$ cat config.mk
export PLATFORM = sky130hd
export DESIGN_NAME = rpn_calculator_param_flat
export DESIGN_NICKNAME = d
export VERILOG_FILES = /design/src/rtl/rpn_calculator_param_if.sv /design/src/rtl/rpn_calculator_param.sv /design/src/flat_wrapper.sv
export SDC_FILE = /design/constraint.sdc
export NUM_CORES = 1
export LEC_CHECK = 0
export CAP_MARGIN = 10
export CORE_MARGIN = 2
export CORE_UTILIZATION = 45
export CTS_CLUSTER_SIZE = 14
export DETAILED_ROUTE_END_ITERATION = 8
export GPL_TIMING_DRIVEN = 0
export PLACE_DENSITY_LB_ADDON = 0.3
export SLEW_MARGIN = 30
export SYNTH_ARGS = -nofsm -noshare
export SYNTH_HDL_FRONTEND = slang
export SYNTH_SLANG_ARGS = --single-unit
$ cat constraint.sdc
create_clock -name clock -period 6.1 [get_ports clock]
set_clock_uncertainty 0.2 [all_clocks]
set_input_delay 1.525 -clock clock [delete_from_list [all_inputs] [get_ports clock]]
set_output_delay 1.525 -clock clock [all_outputs]
set_load 0.02 [all_outputs]
$ cat src/rtl/rpn_calculator_param_if.sv
// ---------------------------------------------------------------------------
// rpn_calculator_param_if
//
// Purpose: bundles the command strobes and status outputs of the RPN
// calculator so the button/switch front-end and the display logic can be
// wired to the engine through a single port.
//
// Signals:
//   enter        front-end -> engine  push strobe for `data`
//   op_valid     front-end -> engine  operation strobe for `op`
//   op           front-end -> engine  00 add, 01 sub, 10 mul, 11 div
//   data         front-end -> engine  operand value, IN_WIDTH bits
//   clear_error  front-end -> engine  clears the sticky error flags
//   result       engine -> display    current top of stack (0 when empty)
//   depth        engine -> display    number of valid stack entries
//   busy         engine -> display    operation in progress
//   overflow     engine -> display    status of the last completed op
//   error        engine -> display    sticky error flags
//
// Modports: master = front-end side, slave = calculator engine side.
// ---------------------------------------------------------------------------
interface rpn_calculator_param_if #(
    parameter int IN_WIDTH = 8,
    parameter int WIDTH    = 16,
    parameter int DEPTH    = 8
);
    localparam int DW = $clog2(DEPTH + 1);

    logic                enter;
    logic                op_valid;
    logic [1:0]          op;
    logic [IN_WIDTH-1:0] data;
    logic                clear_error;
    logic [WIDTH-1:0]    result;
    logic [DW-1:0]       depth;
    logic                busy;
    logic                overflow;
    logic [3:0]          error;

    modport master (
        output enter, op_valid, op, data, clear_error,
        input  result, depth, busy, overflow, error
    );

    modport slave (
        input  enter, op_valid, op, data, clear_error,
        output result, depth, busy, overflow, error
    );
endinterface

$ cat src/rtl/rpn_calculator_param.sv
// ---------------------------------------------------------------------------
// rpn_calculator_param
//
// Purpose: parametrised RPN stack engine. Operands are pushed with `enter`;
// an operation pops b (top) then a (next), and pushes the ALU result of
// a <op> b three cycles after the op is accepted. Errors are sticky flags.
//
// Ports:
//   clock  rising-edge system clock
//   reset  synchronous, active-high; clears stack, FSM and flags
//   bus    rpn_calculator_param_if.slave (strobes in, result/status out)
//
// Parameters: IN_WIDTH (operand input width), WIDTH (stack/ALU width),
//             DEPTH (stack entries, >= 2).
//
// Build option: define RPN_CALCULATOR_DIV_EN to enable op 11 as unsigned
// division; otherwise op 11 is rejected as illegal and no divider exists.
// ---------------------------------------------------------------------------
module rpn_calculator_param #(
    parameter int IN_WIDTH = 8,
    parameter int WIDTH    = 16,
    parameter int DEPTH    = 8
) (
    input  logic                  clock,
    input  logic                  reset,
    rpn_calculator_param_if.slave bus
);
    localparam int DW = $clog2(DEPTH + 1);
    localparam int AW = (DEPTH > 1) ? $clog2(DEPTH) : 1;
`ifdef RPN_CALCULATOR_DIV_EN
    localparam bit DIV_EN = 1'b1;
`else
    localparam bit DIV_EN = 1'b0;
`endif

    typedef enum logic [1:0] {IDLE, POP_B, POP_A, PUSH} state_t;

    state_t           state_q, state_d;
    logic [WIDTH-1:0] stack_q [DEPTH];
    logic [WIDTH-1:0] stack_d [DEPTH];
    logic [DW-1:0]    depth_q, depth_d;
    logic [WIDTH-1:0] a_q, a_d, b_q, b_d;
    logic [1:0]       op_q, op_d;
    logic             overflow_q, overflow_d;
    logic [3:0]       error_q, error_d;

    logic [AW-1:0]      top_idx, push_idx;
    logic [WIDTH:0]     sum;
    logic [2*WIDTH-1:0] prod;
    logic [WIDTH-1:0]   alu_res;
    logic               alu_ovf, alu_div0;
    logic               illegal_op;

    // Depth counts entries, so the top lives one below it and a push
    // lands exactly at it.
    assign top_idx  = AW'(depth_q - DW'(1));
    assign push_idx = AW'(depth_q);

    assign bus.result   = (depth_q == '0) ? '0 : stack_q[top_idx];
    assign bus.depth    = depth_q;
    assign bus.busy     = (state_q != IDLE);
    assign bus.overflow = overflow_q;
    assign bus.error    = error_q;

    // ALU: works on the latched operands, only consumed in PUSH.
    // Overflow means carry out, borrow, or nonzero upper product half.
    always_comb begin
        sum      = {1'b0, a_q} + {1'b0, b_q};
        prod     = (2*WIDTH)'(a_q) * (2*WIDTH)'(b_q);
        alu_res  = '0;
        alu_ovf  = 1'b0;
        alu_div0 = 1'b0;
        case (op_q)
            2'b00: begin
                alu_res = sum[WIDTH-1:0];
                alu_ovf = sum[WIDTH];
            end
            2'b01: begin
                alu_res = a_q - b_q;
                alu_ovf = (a_q < b_q);
            end
            2'b10: begin
                alu_res = prod[WIDTH-1:0];
                alu_ovf = |prod[2*WIDTH-1:WIDTH];
            end
            default: begin
`ifdef RPN_CALCULATOR_DIV_EN
                // Divide by zero yields all-ones and flags an error.
                if (b_q == '0) begin
                    alu_res  = '1;
                    alu_div0 = 1'b1;
                end else begin
                    alu_res = a_q / b_q;
                end
`else
                alu_res = '0;
`endif
            end
        endcase
    end

    // Next-state logic. Clear_error is applied first so any error raised
    // in the same cycle still ends up set.
    always_comb begin
        state_d    = state_q;
        stack_d    = stack_q;
        depth_d    = depth_q;
        a_d        = a_q;
        b_d        = b_q;
        op_d       = op_q;
        overflow_d = overflow_q;
        error_d    = bus.clear_error ? 4'b0000 : error_q;
        illegal_op = (bus.op == 2'b11) && !DIV_EN;

        case (state_q)
            IDLE: begin
                if (bus.enter) begin
                    // Enter wins a collision with op_valid; op is dropped.
                    if (bus.op_valid) error_d[2] = 1'b1;
                    if (depth_q < DW'(DEPTH)) begin
                        stack_d[push_idx] = WIDTH'(bus.data);
                        depth_d           = depth_q + DW'(1);
                    end else begin
                        error_d[0] = 1'b1;
                    end
                end else if (bus.op_valid) begin
                    if (illegal_op)          error_d[3] = 1'b1;
                    if (depth_q < DW'(2))    error_d[1] = 1'b1;
                    if (!illegal_op && depth_q >= DW'(2)) begin
                        op_d    = bus.op;
                        state_d = POP_B;
                    end
                end
            end
            POP_B: begin
                b_d     = stack_q[top_idx];
                depth_d = depth_q - DW'(1);
                state_d = POP_A;
            end
            POP_A: begin
                a_d     = stack_q[top_idx];
                depth_d = depth_q - DW'(1);
                state_d = PUSH;
            end
            PUSH: begin
                stack_d[push_idx] = alu_res;
                depth_d           = depth_q + DW'(1);
                overflow_d        = alu_ovf;
                if (alu_div0) error_d[3] = 1'b1;
                state_d           = IDLE;
            end
            default: state_d = IDLE;
        endcase

        // Any command arriving mid-operation is ignored but reported.
        if (state_q != IDLE && (bus.enter || bus.op_valid)) error_d[2] = 1'b1;
    end

    // State and datapath registers with synchronous reset; reset during an
    // operation simply abandons it.
    always_ff @(posedge clock) begin
        if (reset) begin
            state_q    <= IDLE;
            depth_q    <= '0;
            a_q        <= '0;
            b_q        <= '0;
            op_q       <= 2'b00;
            overflow_q <= 1'b0;
            error_q    <= 4'b0000;
            for (int i = 0; i < DEPTH; i++) stack_q[i] <= '0;
        end else begin
            state_q    <= state_d;
            depth_q    <= depth_d;
            a_q        <= a_d;
            b_q        <= b_d;
            op_q       <= op_d;
            overflow_q <= overflow_d;
            error_q    <= error_d;
            for (int i = 0; i < DEPTH; i++) stack_q[i] <= stack_d[i];
        end
    end
endmodule

$ cat src/flat_wrapper.sv
// flat-port wrapper written by rule: the top's interface ports become plain ports
module rpn_calculator_param_flat 
#(
    parameter int IN_WIDTH = 8,
    parameter int WIDTH    = 16,
    parameter int DEPTH    = 8
)
  (clock, reset, bus_enter, bus_op_valid, bus_op, bus_data, bus_clear_error, bus_result, bus_depth, bus_busy, bus_overflow, bus_error);
  rpn_calculator_param_if #(.IN_WIDTH(IN_WIDTH), .WIDTH(WIDTH), .DEPTH(DEPTH)) bus_i ();
  input  logic clock;
  input  logic reset;
  input wire logic [$bits(bus_i.enter)-1:0] bus_enter;
  input wire logic [$bits(bus_i.op_valid)-1:0] bus_op_valid;
  input wire logic [$bits(bus_i.op)-1:0] bus_op;
  input wire logic [$bits(bus_i.data)-1:0] bus_data;
  input wire logic [$bits(bus_i.clear_error)-1:0] bus_clear_error;
  output wire logic [$bits(bus_i.result)-1:0] bus_result;
  output wire logic [$bits(bus_i.depth)-1:0] bus_depth;
  output wire logic [$bits(bus_i.busy)-1:0] bus_busy;
  output wire logic [$bits(bus_i.overflow)-1:0] bus_overflow;
  output wire logic [$bits(bus_i.error)-1:0] bus_error;
  assign bus_i.enter = bus_enter;
  assign bus_i.op_valid = bus_op_valid;
  assign bus_i.op = bus_op;
  assign bus_i.data = bus_data;
  assign bus_i.clear_error = bus_clear_error;
  assign bus_result = bus_i.result;
  assign bus_depth = bus_i.depth;
  assign bus_busy = bus_i.busy;
  assign bus_overflow = bus_i.overflow;
  assign bus_error = bus_i.error;
  rpn_calculator_param #(.IN_WIDTH(IN_WIDTH), .WIDTH(WIDTH), .DEPTH(DEPTH)) u_core (.clock(clock), .reset(reset), .bus(bus_i));
endmodule
==> flow_metrics.tcl <==
set metrics [dict create \
    async_flop_share_pct 0 \
    violations "negative setup slack" \
    first_pass_iters 6 \
    rows 71 \
    fin_crit_ns 6.58 \
    overflow 0 \
    maxSlewViolCount 0 \
    endpoint_kind "register" \
    portBuffers 40 \
    cts_buffers 17 \
    avgSynthCellArea_sq_um 8.66 \
    synthFlopType "dfxtp_1" \
    crit_chain "clkbuf_16 > nand2_1 > fa_1 > inv_1 > fa_1 > inv_1 > fa_1 > fa_1 > fa_1 > fa_1 > inv_1 > ha_4 > nand2_2 > nor4_4 > buf_4 > a21boi_4 > or3_4 > nand4_1 > a31oi_1 > xnor2_1 > nand2_1 > nor4_4 > a31oi_1" \
    cts.htree.levels 4 \
    slowest_delay_ns 0.58 \
    finalHoldViolations 0 \
    mostFrequentLayoutCells "nand2_1, inv_1, fa_1" \
    die_area_sq_mm 0.0401 \
    tightest_slew_ns 0.959 \
    drive_gt1_share_pct 14.2 \
    synth_edf_count 0 \
    place_area_sq_mm 0.0185 \
    grt_first_pass_wirelength_um 85400 \
    nets 2479 \
    finalSetupViolations 9 \
    clkTransAtPathRegs_ns 0.07 \
    ant_nets 0 \
    routed_wl_um 54300 \
    ys_seq_elements 173 \
    clk_latency_ns 0.44 \
    avgRoutedWirePerCell_um 20.5 \
    clkSinkCount 173 \
    finalCritPeriodShare_pct 108 \
    root_buffer "clkbuf_16" \
    drc_errors 0 \
    required_ns 6.22 \
    cp-start-kind "register" \
    io_pins 41 \
    drt_iter0_drc 1291 \
    netlist_area_sq_mm 0.0173 \
    holdBufCountCts 0 \
    fp.dieH_um 200 \
    hold_class "register to register" \
    p_per_area_mw_per_mm2 295 \
    ys_seq_area_share_pct 20.0 \
    max_freq_ghz 0.152 \
    grt_pass1_vias 15242 \
    syn2layout_area_growth_pct 18.5 \
    core_sq_mm 0.0378 \
    grt_max_degree 17 \
    grtUsageTotal_pct 27.1 \
    place.gp.congestion 0.957 \
    worstSetupPathType "register to register" \
    cpMaxStageDelayCell "fa_1" \
    hold_ws_ns 0.256 \
    dp.cells 2554 \
    die_w_um 200 \
    cts_buffer_depth 2 \
    cp_max_fo 10 \
    synth.distinct_cells 67 \
    drv_cap 0 \
    design_area_sq_mm 0.0205 \
    final_cells 2649 \
    p_leak_nw 8.22 \
    peakVddDrop_mv 0.246 \
    max_slew_margin_pct 36.1 \
    yosysWarningCount 0 \
    cts_tree "done" \
    antenna_found_initial 0 \
    initial_core_util_pct 45.8 \
    layout_commonest_cell "nand2_1" \
    worst_ep_arrival_time_ns 6.70 \
    antenna_cells 0 \
    grt_setup_unrepaired "yes" \
    syn_nets 2356 \
    synthCells 2002 \
    hpwl_um 40600 \
    vias_per_cell 5.74 \
    cpMostUsedCell "fa_1" \
    vias 15204 \
    status "finished with violations" \
    setup_slack_ns -0.484 \
]
## worst max-delay path, delay by kind of cell (launching register included)
family	cells	cell delay, ns
compound gates	3	0.59
simple gates	7	1.29
flops	1	0.44
buf+inv	5	0.60
fa+ha+maj	7	3.20
xor+xnor	1	0.14
## layer usage
| metal | vias up | global-route usage (%) | share of wire (%) |
|---|---|---|---|
| li1 | 6875 | - | - |
| met2 | 633 | 44.4 | 47 |
| met1 | 7579 | 36.5 | 42 |
| met3 | 117 | 3.95 | 7.4 |
| met4 | 0 | 10.2 | 3.6 |
| met5 | - | 0 | 0 |
## final timing paths
path,end,cells past startpoint,startpoint,slack (ns)
setup / recovery,u_core.bus.overflow,23,u_core.b_q[7],-0.48
hold / removal,u_core.stack_q[99],2,u_core.stack_q[99],0.26
setup reg to reg,u_core.bus.overflow,23,u_core.b_q[7],-0.48
hold reg to reg,u_core.stack_q[99],2,u_core.stack_q[99],0.26
## synthesized netlist by cell type, drive strengths merged, types with 11 or more instances
cell type | count | area share (%)
nand2 | 276 | 6.0
inv | 245 | 5.3
fa | 196 | 23
dfxtp | 173 | 20
nor2 | 171 | 3.7
ha | 143 | 10
a21oi | 104 | 3.2
and2 | 101 | 3.6
clkbuf | 96 | 2.1
a211oi | 90 | 3.9
o21ai | 78 | 2.3
nand3b | 34 | 1.5
mux4 | 32 | 4.2
mux2i | 22 | 1.3
nand3 | 20 | 0.58
xnor2 | 20 | 1.0
xor2 | 20 | 1.0
nor3 | 18 | 0.52
buf | 17 | 0.50
a21o | 13 | 0.56
nand2b | 11 | 0.40
## cells by family after synthesis
kind of cell / synth area share, %
buffers and inverters: 7.88
DFF: 20.0
muxes: 5.62
AOI/OAI and AO/OA: 13.7
xor gates and xnor gates: 2.02
adders and majority gates: 33.0
and+or+nand+nor: 17.8
## metrics by stage
stage	power, mW	setup WS, ns	util, %	TNS, ns
floorplan	3.49	0.00343	-	0
global placement	4.41	-2.18	48.9	-29.05
detailed placement	4.45	-2.22	48.9	-30.02
CTS	5.92	-0.485	53.6	-1.46
global route	6.38	-0.688	54.3	-5.22
finish	6.06	-0.484	54.3	-1.44
## report_power, final
| part | total (mW) | switching (mW) | internal [mW] | leakage [nW] |
|---|---|---|---|---|
| Sequential | 1.56 | 0.213 | 1.35 | 1.42 |
| Clock | 1.13 | 0.484 | 0.650 | 0.296 |
| Combinational | 3.37 | 2.05 | 1.32 | 6.50 |
| Total | 6.06 | 2.75 | 3.32 | 8.22 |
## sequential cells by signal (all words and copies together), names as in the netlist
signal,cells
u_core.stack_q,128
u_core.state_q,2
u_core.a_q,16
u_core.b_q,16
u_core.bus.error,4
u_core.op_q,2
u_core.bus.depth,4
u_core.bus.overflow,1
## repair_timing
| action | in CTS | in global routing |
|---|---|---|
| gates cloned | 1 | 0 |
| setup buffers | 56 | 8 |
| pin swaps | 34 | 28 |
| endpoints found under the hold margin | 0 | 0 |
| gates resized for setup | 180 | 44 |
| endpoints found under the setup margin | 61 | 69 |
## cell type report
cell class / count / area, sq um
fill: 3430 / 17300
multi-input combinational: 1471 / 13000
sequential: 173 / 3580
timing repair buffer: 106 / 942
inverter: 245 / 920
buffer: 111 / 841
tap: 511 / 639
clock buffer: 17 / 425
clock inverter: 15 / 188
Power figures use the tool's default switching activity.
